[src/rtl/def_test_array.sv]
// Channel test array: per-channel invert/buffer path plus walking-one and LFSR
// pattern sequences, with registered parity and constant tie-off outputs.
module def_test_array #(
  parameter int          WIDTH     = 8,
  parameter int          SEQ_LEN   = 16,
  parameter logic [15:0] LFSR_SEED = 16'h0001
) (
  input  logic             clk,
  input  logic             rst,
  input  logic [WIDTH-1:0] in,
  input  logic [1:0]       mode,
  input  logic             start,
  input  logic             abort,
  output logic [WIDTH-1:0] out,
  output logic             parity_out,
  output logic [WIDTH-1:0] tie_hi,
  output logic [WIDTH-1:0] tie_lo,
  output logic             busy,
  output logic             done
);

  localparam int IDX_W = (WIDTH > 1) ? $clog2(WIDTH) : 1;

  typedef enum logic [1:0] {IDLE, WALK, LFSR, DONE} state_t;

  state_t           state;
  logic [IDX_W-1:0] walk_idx;
  logic [7:0]       seq_cnt;
  logic [15:0]      lfsr;
  logic [15:0]      lfsr_nxt;
  logic [IDX_W-1:0] walk_idx_nxt;

  function automatic logic [15:0] lfsr_step(input logic [15:0] v);
    return {v[14:0], v[15] ^ v[13] ^ v[12] ^ v[10]};
  endfunction

  function automatic logic [WIDTH-1:0] idle_out(input logic [WIDTH-1:0] d,
                                                input logic [1:0] m);
    case (m)
      2'b00:   return ~d;
      2'b01:   return d;
      default: return '0;
    endcase
  endfunction

  assign tie_hi       = '1;
  assign tie_lo       = '0;
  assign lfsr_nxt     = lfsr_step(lfsr);
  assign walk_idx_nxt = walk_idx + IDX_W'(1);

  // The sequence kind is captured by the state entered on start, so later
  // mode changes cannot disturb a running sequence.
  always_ff @(posedge clk) begin
    if (rst) begin
      state      <= IDLE;
      out        <= '0;
      parity_out <= 1'b0;
      busy       <= 1'b0;
      done       <= 1'b0;
      lfsr       <= LFSR_SEED;
      walk_idx   <= '0;
      seq_cnt    <= '0;
    end else begin
      parity_out <= ^in;
      done       <= 1'b0;
      case (state)
        IDLE: begin
          out <= idle_out(in, mode);
          if (start && !abort && mode[1]) begin
            busy <= 1'b1;
            if (mode[0]) begin
              state   <= LFSR;
              lfsr    <= LFSR_SEED;
              seq_cnt <= 8'd1;
              out     <= LFSR_SEED[WIDTH-1:0];
            end else begin
              state    <= WALK;
              walk_idx <= '0;
              out      <= WIDTH'(1);
            end
          end
        end
        WALK: begin
          if (abort) begin
            state    <= IDLE;
            busy     <= 1'b0;
            out      <= '0;
            walk_idx <= '0;
          end else if (walk_idx == IDX_W'(WIDTH - 1)) begin
            state    <= DONE;
            busy     <= 1'b0;
            done     <= 1'b1;
            out      <= '0;
            walk_idx <= '0;
          end else begin
            walk_idx <= walk_idx_nxt;
            out      <= WIDTH'(1) << walk_idx_nxt;
          end
        end
        LFSR: begin
          if (abort) begin
            state   <= IDLE;
            busy    <= 1'b0;
            out     <= '0;
            seq_cnt <= '0;
          end else if (seq_cnt == 8'(SEQ_LEN)) begin
            state   <= DONE;
            busy    <= 1'b0;
            done    <= 1'b1;
            out     <= '0;
            seq_cnt <= '0;
          end else begin
            lfsr    <= lfsr_nxt;
            seq_cnt <= seq_cnt + 8'd1;
            out     <= lfsr_nxt[WIDTH-1:0];
          end
        end
        DONE: begin
          state <= IDLE;
          out   <= '0;
        end
        default: begin
          state <= IDLE;
          busy  <= 1'b0;
          out   <= '0;
        end
      endcase
    end
  end

endmodule

[config.mk]
export PLATFORM = sky130hd
export DESIGN_NAME = def_test_array
export DESIGN_NICKNAME = d
export VERILOG_FILES = /design/src/rtl/def_test_array.sv
export SDC_FILE = /design/constraint.sdc
export NUM_CORES = 1
export LEC_CHECK = 0
export CELL_PAD_IN_SITES_DETAIL_PLACEMENT = 0
export CELL_PAD_IN_SITES_GLOBAL_PLACEMENT = 1
export CORE_UTILIZATION = 30
export CTS_CLUSTER_DIAMETER = 40
export CTS_CLUSTER_SIZE = 20
export DETAILED_ROUTE_END_ITERATION = 10
export PLACE_DENSITY_LB_ADDON = 0.15
export SETUP_SLACK_MARGIN = 0.15
export SYNTH_ARGS = -nofsm -noshare
export SYNTH_HDL_FRONTEND = slang
export SYNTH_SLANG_ARGS = --single-unit
[constraint.sdc]
create_clock -name clk -period 2.5 [get_ports clk]
set_clock_uncertainty 0.1 [all_clocks]
set_input_delay 0.5 -clock clk [delete_from_list [all_inputs] [get_ports clk]]
set_output_delay 0.5 -clock clk [all_outputs]
set_load 0.05 [all_outputs]
==> flow_metrics.py, run 1 <==
metrics = {
    "timing": {
        "tightest_slew_ns": 0.505,
        "fmax_mhz": 487,
        "holdWs_ns": 0.376,
        "hold_viol_final": 0,
        "period_minus_slack_ns": 2.05,
        "timing.final.ws_setup_ns": 0.446,
        "finalMaxSlewViolations": 0,
        "min_period_over_period_pct": 82.2,
        "setup_violations": 0,
        "fin_tns_setup_ns": 0,
        "rsz0062_at_grt": "false",
        "slew_headroom_pct": 66.2,
    },
    "worst_hold_path": {
        "min_path_type": "flip-flop to flip-flop",
    },
    "setup_path": {
        "path_class": "flip-flop to flip-flop",
        "startpoint_type": "flip-flop",
        "critical_path_arrival_ns": 2.13,
        "worstPathMaxFanout": 6,
        "worstPathRequired_ns": 2.58,
        "endpoint_kind": "flip-flop",
    },
    "synth": {
        "syn_area_mm2": 0.00227,
        "ys_warn_count": 0,
        "synth_most_common_cell": "dfxtp_1",
        "avgSynthCellArea_um2": 9.29,
        "synthTopCellsByCount": "dfxtp_1 (40), buf_4 (19), nor2_1 (15), nand2_1 (14), o21ai_0 (14)",
        "yosysTopAreaCell": "dfxtp_1",
        "synth_simple_gate_area_share_pct": 14.8,
        "synthFlopType": "dfxtp_1",
        "synth.ff_latch_count": 40,
        "synthAdderAreaFrac_pct": 7.17,
        "synth_top_family_by_area": "compound AO/OA/AOI/OAI gates",
        "async_flop_share_pct": 0,
        "synth_xor_area_share_pct": 7.34,
        "syn_inst": 244,
        "synth_cell_types": 58,
        "muxShareOfSynthArea_pct": 0.883,
        "synth-edff-count": 0,
        "synth_seq_area_share_pct": 35.3,
        "synth_top_area_share_pct": 35.3,
        "synth_compound_area_share_pct": 23.1,
        "synth.area.top_cells": "dfxtp_1 (35%), ha_1 (7.2%), buf_4 (6.3%)",
    },
    "pwr": {
        "pwr-share-comb_pct": 45.7,
        "irDropWorstVdd_v": 0.000171,
        "power_density_mw_per_mm2": 817,
        "leakagePower_uw": 0.00103,
        "p_int_uw": 1260,
        "swShare_pct": 42.1,
        "p_clk_share_pct": 19.9,
        "p_seq_share_pct": 34.3,
        "switching_power_uw": 917,
    },
    "placement": {
        "place_area_mm2": 0.00258,
        "port_buffers": 24,
        "gp_congestion": 0.720,
        "hpwl_um": 3750,
        "place_ws_ns": 0.164,
    },
    "final_layout": {
        "layout-drive-gt1-share_pct": 10.9,
        "syn2layout_area_growth_pct": 17.5,
        "n_fill_cell": 803,
        "diodes": 0,
        "stdcell_area_mm2": 0.00267,
        "fin_nets": 300,
    },
    "detailed_routing": {
        "drt-total-wl_um": 5110,
        "drcViolationCount": 0,
        "postRouteAntennaNets": 0,
        "viasPerCell": 4.80,
        "drt_iter0_markers": 41,
        "vias": 1791,
        "wl_per_cell_um": 13.7,
        "dr.pass1.iters": 4,
    },
    "run_status": {
        "status": "finished, final reports clean",
    },
    "die": {
        "fp.dieW_um": 88.9,
        "ios": 41,
        "rows": 31,
        "die_h_um": 88.9,
        "core_mm2": 0.00729,
        "dieArea_mm2": 0.00791,
        "start_util_pct": 31.1,
    },
    "job": {
        "cap_violations": 0,
    },
    "global_routing": {
        "grt_pass1_wl_um": 8370,
        "first_global_vias": 1718,
        "antenna_found_initial": 0,
        "grt_max_degree": 20,
        "grt.total_usage_pct": 14.0,
        "grt_overflow": 0,
    },
    "clock_tree": {
        "clk_path_buf_depth": 2,
        "cts_max_level": 2,
        "cts_sinks": 40,
        "root_buffer": "clkbuf_8",
        "cts_buffers": 5,
        "cts_tree": "built",
        "post_cts.repair.setup_buffers": 0,
        "cts_repair_resize_count": 0,
        "cts.clk_slew.worst_paths_ns": 0.09,
        "cts_hold_buf": 0,
        "clk_latency_ns": 0.29,
    },
}
==> critical path: stages, from the launching register on <==
cell and delay [ns]:
dfxtp_1 0.37, ha_1 0.26, ha_1 0.24, or3b_2 0.50, o21ai_0 0.20, o21ai_0 0.13, o311a_1 0.14
==> sequential cells by signal, summed over array words and instances, names as in the netlist <==
| signal | cells |
|---|---|
| lfsr | 16 |
| walk_idx | 3 |
| parity_out | 1 |
| out | 8 |
| seq_cnt | 8 |
| busy | 1 |
| done | 1 |
| state | 2 |
==> routing by layer <==
layer  track usage, %  vias up  part of all wire (%)
met5                0        -                     0
met4             3.90        0                  0.78
met3             3.05        4                   3.9
met2             24.1       42                    47
met1             17.7      836                    48
li1                 -      909                     -
==> power by group through the flow <==
stage,sequential (uW),combinational [uW],clock [uW]
after floorplan,985,511,0
after global placement,765,1000,0
after detailed placement,763,999,0
after CTS,748,1000,455
after global routing,759,1080,484
final,748,996,434
==> final timing paths <==
path                       startpoint                    end  slack, ns  cells after the start
max          walk_idx[0]$_SDFFE_PP0P_  state[0]$_SDFFE_PP0P_       0.45                      6
min reg2reg     lfsr[14]$_SDFFE_PP0P_  lfsr[15]$_SDFFE_PP0P_       0.38                      1
max reg2reg  walk_idx[0]$_SDFFE_PP0P_  state[0]$_SDFFE_PP0P_       0.45                      6
min             lfsr[14]$_SDFFE_PP0P_  lfsr[15]$_SDFFE_PP0P_       0.38                      1
==> cell families after synthesis <==
family / count (synthesis)
flops: 40
fa+ha+maj: 13
xor+xnor: 19
buf+inv: 42
other cells: 2
compound gates: 68
simple gates: 58
mux: 2
==> layout by cell type, fill, tap and decap left out, types with 2 or more instances in the layout <==
cell              n
or3_1             5
inv_1            13
mux2i_1           2
a32o_1           12
nor2_1           15
buf_4            13
nand3_1           6
o21ai_0          14
clkbuf_8          5
ha_1             13
xnor2_1           7
nand2_1          14
o31ai_1           4
conb_1           16
dfxtp_1          40
or4_1             3
a21oi_1          10
nor3b_1           2
clkbuf_1          2
o21a_1            2
xor2_1           12
clkdlybuf4s50_1  24
a221oi_1          7
==> per-stage QoR <==
| stage | power [uW] | util [%] | instances |
|---|---|---|---|
| finish | 2180 | 36.5 | 373 |
| global route | 2320 | 36.5 | 373 |
| CTS | 2210 | 36.5 | 373 |
| detailed placement | 1760 | 35.4 | 365 |
| global placement | 1770 | 35.4 | 365 |
| floorplan | 1500 | - | 258 |
==> final cells by class <==
cell class                 count  area, um2  share of cell area, %
clock buffer                   7       76.3                   2.86
clock inverter                 1       8.76                  0.329
inverter                      13       48.8                   1.83
multi-input combinational    176       1270                   47.6
sequential                    40        801                   30.0
tap                           99        124                   4.65
timing repair buffer          37        338                   12.7
Power figures use the tool's default switching activity.
==> run 2, diff against run 1 <==
==> constraint.sdc (replaced) <==
create_clock -name clk -period 1.8 [get_ports clk]
set_clock_uncertainty 0.1 [all_clocks]
set_input_delay 0.36 -clock clk [delete_from_list [all_inputs] [get_ports clk]]
set_output_delay 0.36 -clock clk [all_outputs]
set_load 0.05 [all_outputs]
==> flow_metrics.py, run 2 (synthesis gave the netlist of run 1 again) <==
metrics = {
    "run_status": {
        "status": "finished, final reports clean",
    },
    "timing": {
        "min_period_over_period_pct": 95.7,
        "holdWs_ns": 0.383,
        "period_minus_slack_ns": 1.72,
        "finalMaxSlewViolations": 0,
        "hold_viol_final": 0,
        "fmax_mhz": 580,
        "setup_violations": 0,
        "rsz0062_at_grt": "true",
    },
    "detailed_routing": {
        "viasPerCell": 4.75,
        "drt-total-wl_um": 5650,
        "drt_iter0_markers": 50,
        "wl_per_cell_um": 14.0,
        "postRouteAntennaNets": 0,
        "drcViolationCount": 0,
        "vias": 1914,
        "dr.pass1.iters": 4,
    },
    "placement": {
        "port_buffers": 24,
        "gp_congestion": 0.763,
        "hpwl_um": 3900,
        "place_inst": 383,
    },
    "final_layout": {
        "n_fill_cell": 740,
        "top_register": "lfsr",
        "largest_reg_flops": 16,
        "fin_nets": 330,
        "layout-drive-gt1-share_pct": 41.8,
        "final_util_pct": 44.4,
        "diodes": 0,
        "syn2layout_area_growth_pct": 42.9,
        "layout_common_cells": "buf_4 (42), dfxtp_1 (34), conb_1 (16)",
        "final_common_cell": "buf_4",
        "multi_input_area_mm2": 0.00156,
        "seq_area_um2": 813,
        "top_regs": "lfsr x16, out x8, seq_cnt x8",
        "fin_cells": 403,
    },
    "clock_tree": {
        "cts.clk_slew.worst_paths_ns": 0.09,
        "cts_hold_buf": 0,
        "clk_path_buf_depth": 2,
        "cts_sinks": 40,
        "root_buffer": "clkbuf_8",
        "cts_max_level": 2,
        "cts_tree": "built",
        "clk_latency_ns": 0.31,
        "cts_buffers": 5,
    },
    "worst_hold_path": {
        "min_path_type": "flip-flop to flip-flop",
    },
    "setup_path": {
        "path_class": "flip-flop to flip-flop",
        "worstPathMaxFanout": 7,
        "critical_path_arrival_ns": 1.88,
        "startpoint_type": "flip-flop",
        "endpoint_kind": "flip-flop",
        "worstPathRequired_ns": 1.95,
    },
    "job": {
        "cap_violations": 0,
    },
    "pwr": {
        "p_seq_share_pct": 29.0,
        "p_clk_share_pct": 21.6,
        "irDropWorstVdd_v": 0.000504,
        "switching_power_uw": 1490,
        "pwr-share-comb_pct": 49.4,
        "swShare_pct": 40.8,
        "leakagePower_uw": 0.00128,
        "p_int_uw": 2160,
        "power_density_mw_per_mm2": 1130,
    },
    "die": {
        "dieArea_mm2": 0.00791,
        "start_util_pct": 31.1,
        "rows": 31,
        "core_mm2": 0.00729,
        "fp.dieW_um": 88.9,
        "die_h_um": 88.9,
        "ios": 41,
    },
    "global_routing": {
        "grt_pass1_wl_um": 9220,
        "grt_overflow": 0,
        "antenna_found_initial": 0,
        "grt_max_degree": 23,
        "grt.total_usage_pct": 15.6,
        "first_global_vias": 1843,
    },
}
[run 2: worst paths after layout]
check | from | to | slack [ns] | cells past startpoint
hold reg to reg | lfsr[14]$_SDFFE_PP0P_ | lfsr[15]$_SDFFE_PP0P_ | 0.38 | 1
setup reg to reg | seq_cnt[0]$_SDFFE_PP0P_ | lfsr[12]$_SDFFE_PP0P_ | 0.08 | 8
setup / recovery | seq_cnt[0]$_SDFFE_PP0P_ | lfsr[12]$_SDFFE_PP0P_ | 0.08 | 8
hold / removal | lfsr[14]$_SDFFE_PP0P_ | lfsr[15]$_SDFFE_PP0P_ | 0.38 | 1
[run 2: through the flow]
step                setup TNS, ns  total power, uW  area (um2)  worst slack, ns
global placement            -8.85             2630        2790           -0.352
finish                          0             3650        3240           0.0773
global route                    0             3870        3240           0.0126
detailed placement          -9.14             2620        2790           -0.362
CTS                             0             3550        3120           0.0674
floorplan                       0             2200        2420            0.134
[run 2: power by group through the flow]
stage / Combinational [uW] / Clock, uW / Sequential, uW
2_1_floorplan: 826 / 0 / 1380
3_3_place_gp: 1570 / 0 / 1060
3_5_place_dp: 1560 / 0 / 1070
4_1_cts: 1690 / 811 / 1050
5_1_grt: 1950 / 846 / 1080
6_report: 1800 / 789 / 1060
[run 2: cell type report]
class | count | share of cell area [%]
repair buffers | 66 | 17.7
multi-input cells | 177 | 48.1
flip-flops and latches | 40 | 25.1
well taps | 99 | 3.82
clock inverters | 3 | 1.43
clock buffers | 5 | 2.12
inverters | 13 | 1.66
[run 2: worst max-delay path: stages (launching register included)]
cell and delay, ns:
dfxtp_2 0.35, inv_2 0.05, ha_4 0.14, nor4b_4 0.12, buf_6 0.14, buf_6 0.11, a211oi_4 0.25, and3_4 0.28
a32o_1 0.13
[run 2: what timing repair did]
item,in CTS,in global routing
gates resized for setup,36,23
cloned,1,0
setup buffers,7,4
endpoints found under the setup margin,35,37
pin swaps,21,17
[run 2: layer usage]
| layer | part of all wire, % | vias up | track usage, % |
|---|---|---|---|
| li1 | - | 970 | - |
| met1 | 48 | 908 | 20.2 |
| met2 | 49 | 29 | 26.1 |
| met3 | 2.2 | 7 | 3.05 |
| met4 | 1.4 | 0 | 5.05 |
| met5 | 0 | - | 0 |
==> run 3, diff against run 2 <==
--- a/config.mk
+++ b/config.mk
@@ -5,6 +5,7 @@
 export SDC_FILE = /design/constraint.sdc
 export NUM_CORES = 1
 export LEC_CHECK = 0
+export CAP_MARGIN = 0
 export CELL_PAD_IN_SITES_DETAIL_PLACEMENT = 0
 export CELL_PAD_IN_SITES_GLOBAL_PLACEMENT = 1
 export CORE_UTILIZATION = 30
==> results of run 3 <==
The final DEF is identical to that of run 2; final timing and power are the same.
